==> src/rtl/ocm_port_arbiter_if.sv <==
// Requester-side bus of the OCM port arbiter: one instance per master.
// The requester uses the master modport; the arbiter uses the slave modport.
interface ocm_port_arbiter_if #(
  parameter int unsigned ADDR_W = 13,
  parameter int unsigned DATA_W = 32,
  parameter int unsigned BE_W   = 4
) ();
  logic [ADDR_W-1:0] address;
  logic [BE_W-1:0]   byteenable;
  logic              read;
  logic              write;
  logic [DATA_W-1:0] writedata;
  logic              waitrequest;
  logic [DATA_W-1:0] readdata;
  logic              readdatavalid;

  modport master (
    output address, byteenable, read, write, writedata,
    input  waitrequest, readdata, readdatavalid
  );

  modport slave (
    input  address, byteenable, read, write, writedata,
    output waitrequest, readdata, readdatavalid
  );
endinterface

==> src/rtl/ocm_port_arbiter.sv <==
// Round-robin arbiter sharing a single-port on-chip RAM between the CPU data master (m0)
// and the image-buffer DMA (m1); one access per cycle, read data routed back to its owner.
module ocm_port_arbiter #(
  parameter int unsigned ADDR_W = 13,
  parameter int unsigned DATA_W = 32,
  parameter int unsigned BE_W   = 4
) (
  input  logic              clk,
  input  logic              reset_n,
  ocm_port_arbiter_if.slave m0,
  ocm_port_arbiter_if.slave m1,
  output logic [ADDR_W-1:0] mem_address,
  output logic [BE_W-1:0]   mem_byteenable,
  output logic              mem_chipselect,
  output logic              mem_write,
  output logic [DATA_W-1:0] mem_writedata,
  output logic              mem_clken,
  input  logic [DATA_W-1:0] mem_readdata
);

  logic clken_q;
  logic last_grant_q, last_grant_d;
  logic rd_valid_q, rd_valid_d;
  logic rd_owner_q, rd_owner_d;
  logic req0, req1;
  logic grant0, grant1, granted;

  assign req0 = m0.read | m0.write;
  assign req1 = m1.read | m1.write;

  // On a tie the master that did not win last time is served.
  assign grant0  = clken_q & req0 & (~req1 | last_grant_q);
  assign grant1  = clken_q & req1 & (~req0 | ~last_grant_q);
  assign granted = grant0 | grant1;

  assign m0.waitrequest = req0 & ~grant0;
  assign m1.waitrequest = req1 & ~grant1;

  assign mem_chipselect = granted;
  assign mem_clken      = clken_q;

  always_comb begin
    mem_address    = '0;
    mem_byteenable = '0;
    mem_writedata  = '0;
    mem_write      = 1'b0;
    rd_valid_d     = 1'b0;
    if (grant0) begin
      mem_address    = m0.address;
      mem_byteenable = m0.byteenable;
      mem_writedata  = m0.writedata;
      mem_write      = m0.write;
      rd_valid_d     = m0.read & ~m0.write;
    end else if (grant1) begin
      mem_address    = m1.address;
      mem_byteenable = m1.byteenable;
      mem_writedata  = m1.writedata;
      mem_write      = m1.write;
      rd_valid_d     = m1.read & ~m1.write;
    end
  end

  assign last_grant_d = granted ? grant1 : last_grant_q;
  assign rd_owner_d   = granted ? grant1 : rd_owner_q;

  always_ff @(posedge clk or negedge reset_n) begin
    if (!reset_n) begin
      clken_q      <= 1'b0;
      last_grant_q <= 1'b1;
      rd_valid_q   <= 1'b0;
      rd_owner_q   <= 1'b0;
    end else begin
      clken_q      <= 1'b1;
      last_grant_q <= last_grant_d;
      rd_valid_q   <= rd_valid_d;
      rd_owner_q   <= rd_owner_d;
    end
  end

  // RAM q is unregistered, so the returning word is valid in the cycle after acceptance.
  assign m0.readdata      = mem_readdata;
  assign m1.readdata      = mem_readdata;
  assign m0.readdatavalid = rd_valid_q & ~rd_owner_q;
  assign m1.readdatavalid = rd_valid_q & rd_owner_q;

endmodule

==> src/flat_wrapper.sv <==
// flat-port wrapper written by rule: the top's interface ports become plain ports
module ocm_port_arbiter_flat 
#(
  parameter int unsigned ADDR_W = 13,
  parameter int unsigned DATA_W = 32,
  parameter int unsigned BE_W   = 4
)
  (clk, reset_n, mem_address, mem_byteenable, mem_chipselect, mem_write, mem_writedata, mem_clken, mem_readdata, m0_address, m0_byteenable, m0_read, m0_write, m0_writedata, m0_waitrequest, m0_readdata, m0_readdatavalid, m1_address, m1_byteenable, m1_read, m1_write, m1_writedata, m1_waitrequest, m1_readdata, m1_readdatavalid);
  ocm_port_arbiter_if #(.ADDR_W(ADDR_W), .DATA_W(DATA_W), .BE_W(BE_W)) m0_i ();
  ocm_port_arbiter_if #(.ADDR_W(ADDR_W), .DATA_W(DATA_W), .BE_W(BE_W)) m1_i ();
  input  logic clk;
  input  logic reset_n;
  output logic [ADDR_W-1:0] mem_address;
  output logic [BE_W-1:0] mem_byteenable;
  output logic mem_chipselect;
  output logic mem_write;
  output logic [DATA_W-1:0] mem_writedata;
  output logic mem_clken;
  input  logic [DATA_W-1:0] mem_readdata;
  input wire logic [$bits(m0_i.address)-1:0] m0_address;
  input wire logic [$bits(m0_i.byteenable)-1:0] m0_byteenable;
  input wire logic [$bits(m0_i.read)-1:0] m0_read;
  input wire logic [$bits(m0_i.write)-1:0] m0_write;
  input wire logic [$bits(m0_i.writedata)-1:0] m0_writedata;
  output wire logic [$bits(m0_i.waitrequest)-1:0] m0_waitrequest;
  output wire logic [$bits(m0_i.readdata)-1:0] m0_readdata;
  output wire logic [$bits(m0_i.readdatavalid)-1:0] m0_readdatavalid;
  input wire logic [$bits(m1_i.address)-1:0] m1_address;
  input wire logic [$bits(m1_i.byteenable)-1:0] m1_byteenable;
  input wire logic [$bits(m1_i.read)-1:0] m1_read;
  input wire logic [$bits(m1_i.write)-1:0] m1_write;
  input wire logic [$bits(m1_i.writedata)-1:0] m1_writedata;
  output wire logic [$bits(m1_i.waitrequest)-1:0] m1_waitrequest;
  output wire logic [$bits(m1_i.readdata)-1:0] m1_readdata;
  output wire logic [$bits(m1_i.readdatavalid)-1:0] m1_readdatavalid;
  assign m0_i.address = m0_address;
  assign m0_i.byteenable = m0_byteenable;
  assign m0_i.read = m0_read;
  assign m0_i.write = m0_write;
  assign m0_i.writedata = m0_writedata;
  assign m0_waitrequest = m0_i.waitrequest;
  assign m0_readdata = m0_i.readdata;
  assign m0_readdatavalid = m0_i.readdatavalid;
  assign m1_i.address = m1_address;
  assign m1_i.byteenable = m1_byteenable;
  assign m1_i.read = m1_read;
  assign m1_i.write = m1_write;
  assign m1_i.writedata = m1_writedata;
  assign m1_waitrequest = m1_i.waitrequest;
  assign m1_readdata = m1_i.readdata;
  assign m1_readdatavalid = m1_i.readdatavalid;
  ocm_port_arbiter #(.ADDR_W(ADDR_W), .DATA_W(DATA_W), .BE_W(BE_W)) u_core (.clk(clk), .reset_n(reset_n), .m0(m0_i), .m1(m1_i), .mem_address(mem_address), .mem_byteenable(mem_byteenable), .mem_chipselect(mem_chipselect), .mem_write(mem_write), .mem_writedata(mem_writedata), .mem_clken(mem_clken), .mem_readdata(mem_readdata));
endmodule
==> config.mk <==
export PLATFORM = sky130hd
export DESIGN_NAME = ocm_port_arbiter_flat
export DESIGN_NICKNAME = d
export VERILOG_FILES = /design/src/rtl/ocm_port_arbiter_if.sv /design/src/rtl/ocm_port_arbiter.sv /design/src/flat_wrapper.sv
export SDC_FILE = /design/constraint.sdc
export NUM_CORES = 1
export LEC_CHECK = 0
export CORE_AREA = 2 2 100 102
export CTS_BUF_LIST = sky130_fd_sc_hd__clkbuf_8
export CTS_CLUSTER_DIAMETER = 60
export DETAILED_ROUTE_END_ITERATION = 10
export DIE_AREA = 0 0 102 104
export HOLD_SLACK_MARGIN = 0.05
export PLACE_DENSITY = 0.7
export SKIP_CTS_REPAIR_TIMING = 1
export SLEW_MARGIN = 20
export SYNTH_ARGS = -nofsm -noshare
export SYNTH_HDL_FRONTEND = slang
export SYNTH_SLANG_ARGS = --single-unit
==> constraint.sdc <==
create_clock -name clk -period 1.89 [get_ports clk]
set_input_delay 0.189 -clock clk [delete_from_list [all_inputs] [get_ports clk]]
set_output_delay 0.189 -clock clk [all_outputs]
set_load 0.1 [all_outputs]
==> impl_metrics.tcl <==
set metrics [dict create \
    grtUsageMet2 0.200 \
    synthXorXnorAreaFrac 0 \
    area_growth_pct 188 \
    rsz0062_at_grt "yes" \
    vias 1553 \
    required_ns 1.70 \
    gp_congestion 0.736 \
    cts.reportedPaths.clkPinSlew_ns 0.03 \
    hp-class "in -> async" \
    rows 36 \
    drv_slew 0 \
    use_met1 0.101 \
    firstDrtPassIters 4 \
    synthAdderAreaFrac 0 \
    status "complete, no violations" \
    setup_viol 0 \
    fp.dieH_microns 104 \
    num_antenna_cells 0 \
    grt_overflow_total 0 \
    die_area_sq_mm 0.0106 \
    die_w_microns 102 \
    final.period_utilization 0.998 \
    numPortBuffers 159 \
    wl_per_cell_microns 17.9 \
    crit_buf_inv 2 \
    crit_arrival_ns 1.70 \
    syn-num-nets 285 \
    wl_microns 6900 \
    cts_tree "built" \
    synth_top_area_frac 0.415 \
    drtIter0Drc 39 \
    ios 256 \
    grt_pass1_wl_microns 8900 \
    synthSimpleGateAreaFrac 0.0491 \
    start_util 0.131 \
    ys_warn_count 0 \
    worstSetupEndpointType "output port" \
    fin_tns_setup_ns 0 \
    synth_top_family_by_area "buffers and inverters" \
    clock_sinks 4 \
    cp_slowest_cell "dfstp_2" \
    postLayoutCoreUtil 0.377 \
    grt_max_degree 28 \
    yosys_register_bits 4 \
    power.leakage_nw 1.55 \
    pre_cts_ws_ns -0.00578 \
    syn_inst 149 \
    cts_htree_levels 1 \
    muxShareOfSynthArea 0 \
    syn-cell-area_sq_mm 0.00125 \
    nNetsFinal 389 \
    cp_cell_sequence "o21ai_1, and3b_4, clkbuf_16, a22o_4, buf_12" \
    cp_num_cells 5 \
    drc 0 \
    crit_family "flip-flops" \
    ant_nets 0 \
    final_layout_size_suffix_gt1_frac 0.528 \
    finalHoldViolations 0 \
    ctsLongestPathBuffers 2 \
    syn_area_per_cell_sq_um 8.37 \
    synthDistinctLibCells 19 \
    first_global_vias 1648 \
    cts_root_buffer "clkbuf_8" \
    p_per_area_mw_per_mm2 674 \
    grt_use_met3 0.0437 \
    critical_path.max_stage_delay_ns 0.55 \
    crit_type "reg -> out" \
    cap_violations 0 \
    antenna_found_initial 0 \
    ys_top_cells_by_area "buf_4 (42%), a22o_1 (35%), dfrtp_1 (6.0%), buf_6 (5.4%), dfstp_2 (2.1%)" \
    ys_seq_area_frac 0.0812 \
    startpoint_type "flip-flop" \
    peakVddDrop_mv 0.495 \
    setup_ws_ns 0.00452 \
    grt.total_usage 0.106 \
    coreArea_sq_mm 0.00955 \
    min_period_ns 1.89 \
    whs_ns 0.182 \
    worst_clock_skew_ns 0.00549 \
    ff2ff_path_depth 4 \
    synth_compound_area_frac 0.390 \
    max_freq_ghz 0.530 \
    vias_per_cell 4.03 \
    gr-max-usage-layer "met2" \
    final.fill_count 938 \
    hpwl_microns 5240 \
    cts_buffers 3 \
    crit_fanout 7 \
    clk_latency_ns 0.22 \
    synth_area_leader_cell "buf_4" \
]
[area by class of cell]
type	count	area [sq um]	area share
clock buffer	3	41.3	0.0115
timing repair buffer	175	2350	0.655
clock inverter	1	3.75	0.00104
tap	133	166	0.0463
inverter	1	3.75	0.00104
multi-input combinational	68	923	0.257
sequential	4	103	0.0285
[cells in the mapped netlist]
cell / n
a21o_1: 2
a22o_1: 50
and2_1: 1
and3b_1: 2
buf_2: 1
buf_4: 69
buf_6: 6
conb_1: 1
dfrtp_1: 3
dfstp_2: 1
inv_1: 1
nor2_1: 5
nor2b_1: 1
nor3_1: 1
nor3b_1: 1
o21ai_0: 1
o221a_1: 1
o31a_1: 1
o41ai_1: 1
[registers in the layout, summed over array words and instances (netlist names)]
name and flops:
u_core.last_grant_q 1, u_core.mem_clken 1, u_core.rd_owner_q 1, u_core.rd_valid_q 1
[through the flow]
| stage | cells | instance area (sq um) | total power, W |
|---|---|---|---|
| floorplan | 149 | 1330 | 0.00189 |
| global placement | 375 | 3150 | 0.00207 |
| detailed placement | 375 | 3150 | 0.00208 |
| CTS | 379 | 3190 | 0.00227 |
| global route | 385 | 3600 | 0.00249 |
| finish | 385 | 3600 | 0.00242 |
[placed cells by master (no fill, tap or decap), drive strengths merged, types with 2 or more instances in the layout]
master and instances:
clkdlybuf4s50 99, buf 69, a22o 50, clkbuf 6
nor2 5, dlymetal6s2s 4, dfrtp 3, inv 2
a21o 2, and3b 2
[worst paths after layout]
kind	startpoint	slack (ns)	end
hold / removal	reset_n	0.18	u_core.rd_valid_q$_DFF_PN0_
setup reg to reg	u_core.last_grant_q$_DFFE_PN1P_	0.56	u_core.rd_owner_q$_DFFE_PN0P_
max in group asynchronous	reset_n	1.46	u_core.last_grant_q$_DFFE_PN1P_
setup / recovery	u_core.last_grant_q$_DFFE_PN1P_	0.005	mem_writedata[5]
min in group clk	mem_readdata[15]	0.38	m0_readdata[15]
hold reg to reg	u_core.rd_owner_q$_DFFE_PN0P_	0.55	u_core.rd_owner_q$_DFFE_PN0P_
[routing by layer]
layer,part of all wire,vias up
met5,0,-
met4,0.027,0
met3,0.11,30
met2,0.54,102
met1,0.33,723
li1,-,698
[power breakdown]
group          switching [W]  leakage (nW)  total (W)  internal [W]
sequential        0.00000929        0.0464   0.000108     0.0000982
combinational        0.00123          1.48    0.00213      0.000898
clock              0.0000448        0.0269   0.000183      0.000138
[cells by family (layout without fill, tap and decap cells)]
family,after synthesis,in the layout
buf+inv,77,180
simple gates,11,11
compound gates,56,56
other cells,1,1
flops,4,4
No activity file was read; power rests on OpenSTA's default activity.
